[src/rtl/serial_add_ctrl_pkg.sv]
// Shared constants for the nibble-serial adder controller: FSM encoding and slice width.
package serial_add_ctrl_pkg;

  localparam int SLICE_W = 4;

  typedef enum logic [1:0] {
    IDLE = 2'd0,
    RUN  = 2'd1,
    DONE = 2'd2
  } state_t;

endpackage

[src/rtl/serial_add_ctrl_if.sv]
// Operand and result valid/ready channels between producer, controller and consumer.
interface serial_add_ctrl_if #(
  parameter int WIDTH = 16
);

  logic             in_valid;
  logic             in_ready;
  logic [WIDTH-1:0] a;
  logic [WIDTH-1:0] b;
  logic             cin;
  logic             out_valid;
  logic             out_ready;
  logic [WIDTH-1:0] sum;
  logic             cout;

  modport master (
    output in_valid, a, b, cin, out_ready,
    input  in_ready, out_valid, sum, cout
  );

  modport slave (
    input  in_valid, a, b, cin, out_ready,
    output in_ready, out_valid, sum, cout
  );

endinterface

[src/rtl/serial_add_ctrl_nibble_add_slice.sv]
// Combinational 4-bit ripple-carry slice built from four full-adder cells.
module nibble_add_slice
  import serial_add_ctrl_pkg::*;
(
  input  logic [SLICE_W-1:0] a,
  input  logic [SLICE_W-1:0] b,
  input  logic               ci,
  output logic [SLICE_W-1:0] s,
  output logic               co
);

  logic [SLICE_W:0] c;

  assign c[0] = ci;

  for (genvar i = 0; i < SLICE_W; i++) begin : g_fa
    assign s[i]   = a[i] ^ b[i] ^ c[i];
    assign c[i+1] = (a[i] & b[i]) | (c[i] & (a[i] ^ b[i]));
  end

  assign co = c[SLICE_W];

endmodule

[src/rtl/serial_add_ctrl.sv]
// Adds two WIDTH-bit operands one nibble per cycle, LSB first, through a single 4-bit slice.
module serial_add_ctrl
  import serial_add_ctrl_pkg::*;
#(
  parameter int WIDTH = 16
) (
  input  logic              clk,
  input  logic              rst_n,
  serial_add_ctrl_if.slave  bus,
  output logic              busy
);

  localparam int NSLICE = WIDTH / SLICE_W;
  localparam int CW     = (NSLICE > 1) ? $clog2(NSLICE) : 1;
  localparam logic [CW-1:0] LAST = CW'(NSLICE - 1);

  state_t             state;
  logic [CW-1:0]      cnt;
  logic               carry;
  logic [WIDTH-1:0]   a_sh;
  logic [WIDTH-1:0]   b_sh;
  logic [WIDTH-1:0]   sum_r;
  logic               cout_r;
  logic [SLICE_W-1:0] slice_s;
  logic               slice_co;

  nibble_add_slice u_slice (
    .a  (a_sh[SLICE_W-1:0]),
    .b  (b_sh[SLICE_W-1:0]),
    .ci (carry),
    .s  (slice_s),
    .co (slice_co)
  );

  // The counter parks on the last slice index instead of wrapping; it is cleared on accept.
  always_ff @(posedge clk or negedge rst_n) begin
    if (!rst_n) begin
      state  <= IDLE;
      cnt    <= '0;
      carry  <= 1'b0;
      a_sh   <= '0;
      b_sh   <= '0;
      sum_r  <= '0;
      cout_r <= 1'b0;
    end else begin
      case (state)
        IDLE: begin
          if (bus.in_valid) begin
            a_sh  <= bus.a;
            b_sh  <= bus.b;
            carry <= bus.cin;
            cnt   <= '0;
            state <= RUN;
          end
        end
        RUN: begin
          sum_r[SLICE_W*int'(cnt) +: SLICE_W] <= slice_s;
          carry <= slice_co;
          a_sh  <= a_sh >> SLICE_W;
          b_sh  <= b_sh >> SLICE_W;
          if (cnt == LAST) begin
            cout_r <= slice_co;
            state  <= DONE;
          end else begin
            cnt <= cnt + 1'b1;
          end
        end
        DONE: begin
          if (bus.out_ready) begin
            state <= IDLE;
          end
        end
        default: state <= IDLE;
      endcase
    end
  end

  assign bus.in_ready  = (state == IDLE);
  assign bus.out_valid = (state == DONE);
  assign busy          = (state == RUN) || (state == DONE);
  assign bus.sum       = sum_r;
  assign bus.cout      = cout_r;

endmodule

[src/flat_wrapper.sv]
// flat-port wrapper written by rule: the top's interface ports become plain ports
module serial_add_ctrl_flat import serial_add_ctrl_pkg::*;
#(
  parameter int WIDTH = 16
)
  (clk, rst_n, busy, bus_in_valid, bus_a, bus_b, bus_cin, bus_out_ready, bus_in_ready, bus_out_valid, bus_sum, bus_cout);
  serial_add_ctrl_if #(.WIDTH(WIDTH)) bus_i ();
  input  logic clk;
  input  logic rst_n;
  output logic busy;
  input wire logic [$bits(bus_i.in_valid)-1:0] bus_in_valid;
  input wire logic [$bits(bus_i.a)-1:0] bus_a;
  input wire logic [$bits(bus_i.b)-1:0] bus_b;
  input wire logic [$bits(bus_i.cin)-1:0] bus_cin;
  input wire logic [$bits(bus_i.out_ready)-1:0] bus_out_ready;
  output wire logic [$bits(bus_i.in_ready)-1:0] bus_in_ready;
  output wire logic [$bits(bus_i.out_valid)-1:0] bus_out_valid;
  output wire logic [$bits(bus_i.sum)-1:0] bus_sum;
  output wire logic [$bits(bus_i.cout)-1:0] bus_cout;
  assign bus_i.in_valid = bus_in_valid;
  assign bus_i.a = bus_a;
  assign bus_i.b = bus_b;
  assign bus_i.cin = bus_cin;
  assign bus_i.out_ready = bus_out_ready;
  assign bus_in_ready = bus_i.in_ready;
  assign bus_out_valid = bus_i.out_valid;
  assign bus_sum = bus_i.sum;
  assign bus_cout = bus_i.cout;
  serial_add_ctrl #(.WIDTH(WIDTH)) u_core (.clk(clk), .rst_n(rst_n), .bus(bus_i), .busy(busy));
endmodule
[config.mk]
export PLATFORM = sky130hd
export DESIGN_NAME = serial_add_ctrl_flat
export DESIGN_NICKNAME = d
export VERILOG_FILES = /design/src/rtl/serial_add_ctrl_pkg.sv /design/src/rtl/serial_add_ctrl_if.sv /design/src/rtl/serial_add_ctrl_nibble_add_slice.sv /design/src/rtl/serial_add_ctrl.sv /design/src/flat_wrapper.sv
export SDC_FILE = /design/constraint.sdc
export NUM_CORES = 1
export LEC_CHECK = 0
export CORE_AREA = 2 2 89 91
export CTS_BUF_LIST = sky130_fd_sc_hd__clkbuf_4 sky130_fd_sc_hd__clkbuf_8
export DETAILED_ROUTE_END_ITERATION = 6
export DIE_AREA = 0 0 91 93
export GPL_ROUTABILITY_DRIVEN = 1
export GPL_TIMING_DRIVEN = 0
export PLACE_DENSITY_LB_ADDON = 0.25
export SLEW_MARGIN = 0
export SYNTH_ARGS = -nofsm -noshare
export SYNTH_HDL_FRONTEND = slang
export SYNTH_SLANG_ARGS = --single-unit
[constraint.sdc]
create_clock -name clk -period 3.1 [get_ports clk]
set_clock_uncertainty 0.2 [all_clocks]
set_input_delay 0.62 -clock clk [delete_from_list [all_inputs] [get_ports clk]]
set_output_delay 0.62 -clock clk [all_outputs]
set_load 0.03 [all_outputs]
[Word-level counts from Yosys, hierarchy flattened]
Index checks and enable logic that the tools add are counted.
Operators by class
  equal/unequal tests: 7
  shifts and indexed selects: 2
  multiplexer cells: 14
  bitwise gates (word level): 20
  add/sub/neg operators: 2
  reductions and logical operators: 7
Operator list (number)
  16-bit one-hot mux with 2 select lines: 2
  4-bit negation with 33-bit output: 1
  4-bit by 33-bit variable shift with 16-bit output (first input constant): 1
  4-bit by 33-bit indexed part select with 16-bit output: 1
  16-bit 2-to-1 mux: 2
  16-bit bitwise mux: 1
  2-bit 2-to-1 mux: 5
  1-bit AND: 8
  1-bit XOR: 8
  2-bit != test (second input constant): 3
  2-bit one-hot mux with 3 select lines: 1
  3-bit AND reduction: 2
  2-bit == test (second input constant): 2
  1-bit OR: 4
  2-bit one-hot mux with 2 select lines: 1
  2-bit AND reduction: 2
  2-bit by 1-bit adder with 2-bit output (second input constant): 1
  2-bit by 1-bit == test with 1-bit output (second input constant): 1
  2-bit zero test: 1
  2-bit by 1-bit != test with 1-bit output (second input constant): 1
  1-bit one-hot mux with 2 select lines: 1
  2-bit nonzero test: 1
  1-bit logical OR: 1
  1-bit 2-to-1 mux: 1
Storage, ports and cells
  input bits: 37
  word-level logic and storage cells: 59
  output and inout port bits: 20
  register bits after elaboration: 54

[Longest topological paths before layout]
Gate-level depths: netlist of run 1.
  word-level depth: 10
  mapped depth: 8
  depth with buffers taken out: 6

[Cells and area by module]
From an unflattened synthesis of run 1, not the netlist that was laid out.
Second synthesis, totals
  cell total of the unflattened synthesis: 256
  area total of the unflattened synthesis: 2662.6 um^2
Modules (own cells, without submodules)
  serial_add_ctrl: seq. area each 1351.3 um^2, times used 1, area an instance 2544.9 um^2, cells an instance 242
  nibble_add_slice: seq. area each 0.0 um^2, times used 1, area an instance 117.6 um^2, cells an instance 14

[Worst setup path before layout of run 1]
Ideal clock, no wire load.
  path kind: reg2reg
  start: register u_core.b_sh[0]
  end: register u_core.sum_r[11], in the netlist u_core.bus.sum[11]
  required time: 2.779 ns
  setup time: 0.121 ns
  period minus slack after synthesis: 2.572 ns
  data arrival time: 2.251 ns
  path buffers: 0
  stages on the path, launching flop included: 6
  path slack: 0.528 ns
  path through: dfrtp_1 fa_1 fa_1 fa_1 fa_1 a22o_1
Between the ends
  longest elaborated chain between the ends: 10
  elaborated cells between the ends (all ways): 14
  those cells by class: shift: 1; mux: 1; bitwise: 12
Ends and longest elaborated chain
  start, declared: line serial_add_ctrl.sv:21  | logic [WIDTH-1:0] b_sh;
  start signal, assigned: line serial_add_ctrl.sv:50  | b_sh <= bus.b;
  start signal, assigned: line serial_add_ctrl.sv:60  | b_sh <= b_sh >> SLICE_W;
  1-bit XOR: line serial_add_ctrl_nibble_add_slice.sv:17, serial_add_ctrl_nibble_add_slice.sv:18
  1-bit AND: line serial_add_ctrl_nibble_add_slice.sv:18  | assign c[i+1] = (a[i] & b[i]) | (c[i] & (a[i] ^ b[i]));
  1-bit OR: line serial_add_ctrl_nibble_add_slice.sv:18
  1-bit AND: line serial_add_ctrl_nibble_add_slice.sv:18
  1-bit OR: line serial_add_ctrl_nibble_add_slice.sv:18
  1-bit AND: line serial_add_ctrl_nibble_add_slice.sv:18
  1-bit OR: line serial_add_ctrl_nibble_add_slice.sv:18
  1-bit XOR: line serial_add_ctrl_nibble_add_slice.sv:17  | assign s[i] = a[i] ^ b[i] ^ c[i];
  4-bit by 33-bit indexed part select with 16-bit output *: line serial_add_ctrl.sv:57  | sum_r[SLICE_W*int'(cnt) +: SLICE_W] <= slice_s;
  16-bit bitwise mux *: line serial_add_ctrl.sv:57
  end signal, assigned by index: line serial_add_ctrl.sv:57
  end, declared: line serial_add_ctrl.sv:22  | logic [WIDTH-1:0] sum_r;
Mark *: on every way between the ends. The rest lies on a longest branch, timed or not.
A chain may end at the register's enable or synchronous reset.

[Worst setup path in the final report of run 1]
  start: register u_core.b_sh[0]
  end: register u_core.sum_r[3], in the netlist u_core.bus.sum[3]
The elaborated chain is that of the path after synthesis.

==> out/metrics.cfg, run 1 <==
[clock_network]
cts_buffers = 5
cts.clk_slew.worst_paths_ps = 90
cts-root-buf = clkbuf_8
cts_max_level = 2
clock_latency_ps = 300
cts_tree = yes
cts_resized = 0
cts_hold_buf = 0
cts_setup_buffers = 0
cts.sinks = 54
cts.path.max_buffers = 2

[detailed_routing]
vias_per_cell = 4.67
wire_per_inst_microns = 13.7
drc = 0
wl_mm = 5.48
dr.pass1.iters = 4
drt_iter0_drc = 59
ant_nets = 0
num_vias = 1869

[die]
ios = 57
initial_core_util_pct = 33.7
core_sq_um = 7530
chipHeight_microns = 93
num_rows = 32
die_x_microns = 91
dieArea_sq_um = 8460

[sta]
worst_slew_pin_slew_ps = 590
post-route-period-util_pct = 89.4
setup_violations = 0
slew_viol_final = 0
setup_tns_ps = 0
hold_viol = 0
rsz0062_at_grt = no
fin_crit_ps = 2770
max_freq_mhz = 361
relSlewSlack_pct = 60.7

[grt]
grt.busiest_layer = met2
use_met1_pct = 17.9
grt-ovfl-total = 0
met3_usage_pct = 3.06
grt_pass1_wl_mm = 9.05
grt_usage_pct = 13.4
grt_pass1_vias = 1836
grt_max_degree = 41
grt_use_met2_pct = 22.5
antenna_found_initial = 0

[power]
peakVddDrop_v = 0.000347
p_total_mw = 3.50
power_leakage_nw = 1.48
p_per_area_nw_per_um2 = 1050

[job]
drv_cap = 0

[logic_synthesis]
avgSynthCellArea_sq_um = 10.8
ys_top_cells_by_count = nand2_1, dfrtp_1, o21ai_0
syn-cell-area_sq_um = 2540
ys_ff_latch = 54
seq_area_frac_synth_pct = 53.3
synthArstFlopShare_pct = 100
synthCells = 234
post-synth-top-count-cell = nand2_1
synth_enable_flop_cells = 0
synth_top_cell_area_share_pct = 53.3
synth_nets = 284
yosys.area.top_type = dfrtp_1
ys_warn_count = 0
synth_flop_cell = dfrtp_1
netlist_top_cells_area = dfrtp_1, mux2i_1, nand2_1
synth_cell_types = 25

[setup_path]
r2r_slack_ps = 330
worst_setup_path_end_kind = flip-flop
arrival_ps = 2800
reg2reg_depth = 6
critical_path_class = flip-flop to flip-flop
crit_required_ps = 3120
crit_fanout = 4
startpoint_type = flip-flop

[placement]
gp_congestion = 0.774
hpwl_mm = 4.01
io_buffers = 56

[worst_hold_path]
min_path_type = input pin to asynchronous set/reset pin

[run_status]
status = finished, final reports clean

[finish]
nNetsFinal = 348
area_growth_syn_to_layout_pct = 31.0
diodes = 0
drive_gt1_share_pct = 6.38

-- worst max-delay path, cell delays in order, from the launching register on --
cell	delay, ps
dfrtp_1	410
fa_1	440
fa_1	390
fa_1	390
fa_1	630
nand2_1	70
o21ai_0	150
-- cell type report --
| cell class | instances | area (sq um) |
|---|---|---|
| flip-flops and latches | 54 | 1350 |
| clock inverters | 1 | 7.51 |
| plain buffers | 12 | 66.3 |
| multi-input cells | 163 | 1100 |
| clock buffers | 6 | 76.3 |
| fillers | 778 | 4200 |
| inverters | 5 | 18.8 |
| well taps | 102 | 128 |
| repair buffers | 57 | 576 |
-- per-layer routing --
metal  share of wire (%)  vias up
li1                    -      932
met1                  48      887
met2                  46       47
met3                 4.7        3
met4                0.58        0
met5                   0        -
-- cell usage in the layout (no fill, tap or decap), types with 4 or more instances in the layout --
cell type,count
a22o_1,12
buf_2,6
clkbuf_1,5
clkbuf_8,5
clkdlybuf4s50_1,55
dfrtp_1,54
fa_1,4
ha_1,9
inv_1,5
mux2i_1,25
nand2_1,56
o21ai_0,38
-- worst paths after layout --
path,start,end
min reg2reg,u_core.b_sh[13],u_core.b_sh[13]
max,u_core.b_sh[0],u_core.bus.sum[3]
max reg2reg,u_core.b_sh[0],u_core.bus.sum[3]
min,rst_n,u_core.b_sh[10]
min in group clk,u_core.b_sh[13],u_core.b_sh[13]
max in group asynchronous,rst_n,u_core.bus.sum[3]
-- where the power goes --
part           internal (mW)  leakage [nW]  switching (mW)
logic                  0.798         0.745            1.10
registers               1.02         0.700           0.192
clock network          0.164        0.0407           0.223
total                   1.98          1.48            1.52
-- sequential cells by signal (all words and copies together), names as in the netlist --
name	cells
u_core.state	2
u_core.cnt	2
u_core.bus.cout	1
u_core.a_sh	16
u_core.carry	1
u_core.bus.sum	16
u_core.b_sh	16
-- stage by stage --
step | instances | util (%) | setup WS (ps) | instance area (sq um) | hold slack (ps)
CTS | 400 | 44.2 | 328 | 3320 | 28.7
detailed placement | 393 | 43.1 | 351 | 3240 | 270
global route | 400 | 44.2 | 248 | 3320 | 42.2
global placement | 392 | 42.9 | -507 | 3230 | 261
floorplan | 234 | - | 528 | 2540 | 124
finish | 400 | 44.2 | 328 | 3320 | 19.4
-- cell families after synthesis --
family	Yosys count	synth area share, %
multiplexers	28	11.6
AND/OR/NAND/NOR	66	11.0
adder cells (fa/ha/maj)	13	7.59
buffers and inverters	17	3.35
flip-flops	54	53.3
AO/OA/AOI/OAI	56	13.1
Power figures use the tool's default switching activity.
==> inputs of run 2 (changes only) <==
--- a/config.mk
+++ b/config.mk
@@ -11,6 +11,7 @@
 export DIE_AREA = 0 0 91 93
 export GPL_ROUTABILITY_DRIVEN = 1
 export GPL_TIMING_DRIVEN = 0
+export MAX_ROUTING_LAYER = met4
 export PLACE_DENSITY_LB_ADDON = 0.25
 export SLEW_MARGIN = 0
 export SYNTH_ARGS = -nofsm -noshare
==> run 2 against run 1 <==
Final cell count unchanged. Highest routed layer unchanged. Global-route usage increased by 0.43 points. Sequential cell count unchanged. Combinational power about the same. Die area unchanged. Design area unchanged. Routed wire length increased by 1.4%. Sequential share of layout area unchanged. Fmax about the same. Core utilization unchanged. Setup slack improved by 2.4 ps.
==> out/metrics.cfg, run 2 (same netlist as run 1, synthesis figures left out) <==
[detailed_routing]
ant_nets = 0
num_vias = 1855
drc = 0
wire_per_inst_microns = 13.9
dr.pass1.iters = 4
drt_iter0_drc = 65
wl_mm = 5.55
vias_per_cell = 4.64

[grt]
grt_usage_pct = 13.8
grt_pass1_wl_mm = 9.07
grt_pass1_vias = 1832
grt_max_degree = 41
antenna_found_initial = 0
grt-ovfl-total = 0

[sta]
setup_violations = 0
max_freq_mhz = 361
setup_tns_ps = 0
worst_slew_pin_slew_ps = 568
slew_viol_final = 0
relSlewSlack_pct = 62.1
fin_crit_ps = 2770
post-route-period-util_pct = 89.3
hold_viol = 0
rsz0062_at_grt = no

[finish]
nNetsFinal = 348
multi_input_area_sq_um = 1100
final_cell_mix = nand2_1, clkdlybuf4s50_1, dfrtp_1
drive_gt1_share_pct = 6.38
final_util_pct = 44.2
stdcell_area_sq_um = 3320
diodes = 0
n_fill_cell = 778
mostFrequentLayoutCell = nand2_1
seq_area_sq_um = 1350
area_growth_syn_to_layout_pct = 31.0

[clock_network]
cts.path.max_buffers = 2
clock_latency_ps = 310
cts_hold_buf = 0
cts_buffers = 5
cts_resized = 0
cts.sinks = 54
cts-root-buf = clkbuf_8
cts_max_level = 2
cts_setup_buffers = 0
cts_tree = yes
cts.clk_slew.worst_paths_ps = 100

[die]
initial_core_util_pct = 33.7
die_x_microns = 91
core_sq_um = 7530
chipHeight_microns = 93
num_rows = 32
dieArea_sq_um = 8460
ios = 57

[setup_path]
crit_top_cell = fa_1
cpPeakStageDelay_ps = 630
arrival_ps = 2800
worst_setup_path_end_kind = flip-flop
crit_fanout = 4
critPathSlowestCell = fa_1
startpoint_type = flip-flop
critical_path_class = flip-flop to flip-flop
crit_required_ps = 3130
path_cells = fa_1 -> fa_1 -> fa_1 -> fa_1 -> nand2_1 -> o21ai_0

[run_status]
status = finished, final reports clean

[power]
p_total_mw = 3.50
peakVddDrop_v = 0.000346
power_leakage_nw = 1.48
p_per_area_nw_per_um2 = 1050

[job]
drv_cap = 0

[placement]
place_area_sq_um = 3240
gp_congestion = 0.785
hpwl_mm = 4.01
io_buffers = 56

[worst_hold_path]
min_path_type = input pin to asynchronous set/reset pin

[run 2: cell counts in the layout (fill, tap and decap cells not counted)]
Identical to the previous run, type by type.
[run 2: final timing paths]
| kind | from | endpoint | slack [ps] | cells past startpoint |
|---|---|---|---|---|
| setup reg to reg | u_core.b_sh[0] | u_core.bus.sum[3] | 330 | 6 |
| hold / removal | rst_n | u_core.bus.sum[15] | 20 | 1 |
| max in group asynchronous | rst_n | u_core.cnt[1] | 2140 | 2 |
| setup / recovery | u_core.b_sh[0] | u_core.bus.sum[3] | 330 | 6 |
| min in group clk | u_core.b_sh[5] | u_core.b_sh[5] | 290 | 2 |
| hold reg to reg | u_core.b_sh[5] | u_core.b_sh[5] | 290 | 2 |
[run 2: stage by stage]
step                instances  hold slack [ps]  setup WS, ps
finish                    400             15.2           331
global placement          392              261          -507
floorplan                 234              124           528
CTS                       400             28.7           328
global route              400             42.2           248
detailed placement        393              270           351
[run 2: area by class of cell]
type	count	share of cell area [%]
Inverter	5	0.565
Buffer	12	1.99
Tap cell	102	3.84
Clock inverter	1	0.226
Multi-Input combinational cell	163	33.1
Clock buffer	6	2.30
Sequential cell	54	40.6
Timing Repair Buffer	57	17.3
[run 2: report_power, final]
group / switching (mW) / internal (mW) / leakage [nW]
Combinational: 1.10 / 0.798 / 0.745
Clock: 0.228 / 0.164 / 0.0407
Sequential: 0.193 / 1.02 / 0.700
[run 2: worst max-delay path: cells and delay by family, from the launching register on]
kind,cells,cell delay (ps)
adder cells (fa/ha/maj),4,1850
flip-flops,1,410
AO/OA/AOI/OAI,1,150
AND/OR/NAND/NOR,1,70
[run 2: metal layers]
layer | vias to the layer above | track usage, % | part of all wire [%]
met5 | - | - | 0
met4 | 0 | 2.65 | 0.52
met3 | 2 | 2.90 | 4.7
met2 | 45 | 22.3 | 46
met1 | 877 | 18.3 | 49
li1 | 931 | - | -
==> inputs of run 3 (changes only) <==
--- a/config.mk
+++ b/config.mk
@@ -9,10 +9,11 @@
 export CTS_BUF_LIST = sky130_fd_sc_hd__clkbuf_4 sky130_fd_sc_hd__clkbuf_8
 export DETAILED_ROUTE_END_ITERATION = 6
 export DIE_AREA = 0 0 91 93
-export GPL_ROUTABILITY_DRIVEN = 1
+export GPL_ROUTABILITY_DRIVEN = 0
 export GPL_TIMING_DRIVEN = 0
 export MAX_ROUTING_LAYER = met4
 export PLACE_DENSITY_LB_ADDON = 0.25
+export REMOVE_ABC_BUFFERS = 1
 export SLEW_MARGIN = 0
 export SYNTH_ARGS = -nofsm -noshare
 export SYNTH_HDL_FRONTEND = slang
==> run 3 against run 2 <==
Core utilization is 0.13 points higher. Routed wire length is 12% lower. Final cell count is 2.5% lower. First-iteration DRC count is 9.2% lower. Total power is 0.21% lower.
==> out/metrics.cfg, run 3 (same netlist as run 1, synthesis figures left out) <==
[run_status]
status = finished, final reports clean

[sta]
relSlewSlack_pct = 55.4
rsz0062_at_grt = no
setup_tns_ps = 0
post-route-period-util_pct = 88.8
worst_slew_pin_slew_ps = 669
hold_slack_ps = 146
fin_crit_ps = 2750
max_freq_mhz = 363
hold_viol = 0
slew_viol_final = 0
setup_violations = 0

[grt]
grt_pass1_vias = 1742
grt_max_degree = 31
grt_usage_pct = 12.7
antenna_found_initial = 0
grt_pass1_wl_mm = 8.35
grt-ovfl-total = 0

[job]
drv_cap = 0

[detailed_routing]
drc = 0
drt_iter0_drc = 59
dr.pass1.iters = 4
ant_nets = 0
wl_mm = 4.89
num_vias = 1750
wire_per_inst_microns = 12.5
vias_per_cell = 4.49

[setup_path]
startpoint_type = flip-flop
r2r_slack_ps = 350
rr_endpoint = u_core.bus.sum[3]
arrival_ps = 2770
worst_setup_path_end_kind = flip-flop
reg2reg_depth = 6
r2r-start = u_core.b_sh[0]
critical_path_class = flip-flop to flip-flop
crit_fanout = 4
crit_required_ps = 3120

[finish]
final_util_pct = 44.3
n_fill_cell = 762
diodes = 0
area_growth_syn_to_layout_pct = 31.4
seq_area_sq_um = 1350
stdcell_area_sq_um = 3330
nNetsFinal = 339
mostFrequentLayoutCell = nand2_1
final_cell_mix = nand2_1, clkdlybuf4s50_1, dfrtp_1
final_cells = 390
multi_input_area_sq_um = 1100
drive_gt1_share_pct = 5.21

[power]
internal-power_mw = 2.04
power_switching_mw = 1.46
p_per_area_nw_per_um2 = 1050
seqPwrFrac_pct = 34.5
swShare_pct = 41.6
comb_power_share_pct = 54.6
p_clk_share_pct = 10.9
peakVddDrop_v = 0.000340
power_leakage_nw = 1.48

[die]
ios = 57
dieArea_sq_um = 8460
chipHeight_microns = 93
num_rows = 32
initial_core_util_pct = 33.7
core_sq_um = 7530
die_x_microns = 91

[clock_network]
cts_tree = yes
cts_buffers = 5
cts_setup_buffers = 0
cts_max_level = 2
cts.clk_slew.worst_paths_ps = 90
cts_resized = 0
cts.path.max_buffers = 2
cts.sinks = 54
clock_latency_ps = 300
cts-root-buf = clkbuf_8
cts_hold_buf = 0

[worst_hold_path]
min_path_type = input pin to asynchronous set/reset pin

[placement]
hpwl_mm = 3.66
io_buffers = 56
place_area_sq_um = 3250
placed_cells_incl_taps = 384

run 3: area by class of cell:
| class | instances | area share [%] |
|---|---|---|
| sequential | 54 | 40.5 |
| inverter | 5 | 0.563 |
| multi-input combinational | 163 | 33.1 |
| clock buffer | 6 | 2.48 |
| tap | 102 | 3.83 |
| timing repair buffer | 60 | 19.5 |
run 3: metal layers:
metal | GRT usage (%) | wire (microns)
met5 | - | 0
met1 | 16.2 | 2310
met3 | 2.50 | 221
met2 | 20.2 | 2280
met4 | 5.30 | 73
run 3: stage by stage:
stage / total power [mW] / worst slack (ps)
finish: 3.50 / 348
global route: 3.79 / 192
CTS: 3.56 / 310
detailed placement: 3.17 / 337
global placement: 3.01 / -730
floorplan: 2.42 / 223
run 3: worst max-delay path, cell delays in order (launching register included):
cell	delay, ps
dfrtp_1	410
fa_1	440
fa_1	400
fa_1	390
fa_1	600
nand2_1	70
o21ai_0	170
run 3: power groups by stage:
stage | Combinational, mW | Sequential (mW) | Clock (mW)
floorplan | 1.06 | 1.36 | 0
global placement | 1.79 | 1.22 | 0
detailed placement | 1.94 | 1.23 | 0
CTS | 1.94 | 1.21 | 0.405
global route | 2.11 | 1.26 | 0.424
finish | 1.91 | 1.21 | 0.380
run 3: how the worst max path moves through the flow:
stage | from | endpoint | slack (ps) | cells past startpoint
3_3_place_gp | u_core.state[1] | u_core.state[0] | -730 | 5
4_1_cts | u_core.b_sh[0] | u_core.bus.sum[3] | 310 | 6
6_report | u_core.b_sh[0] | u_core.bus.sum[3] | 350 | 6
2_1_floorplan | u_core.state[1] | u_core.state[0] | 220 | 5
5_1_grt | u_core.b_sh[0] | u_core.bus.sum[3] | 190 | 6
3_5_place_dp | u_core.b_sh[0] | u_core.bus.sum[3] | 340 | 6
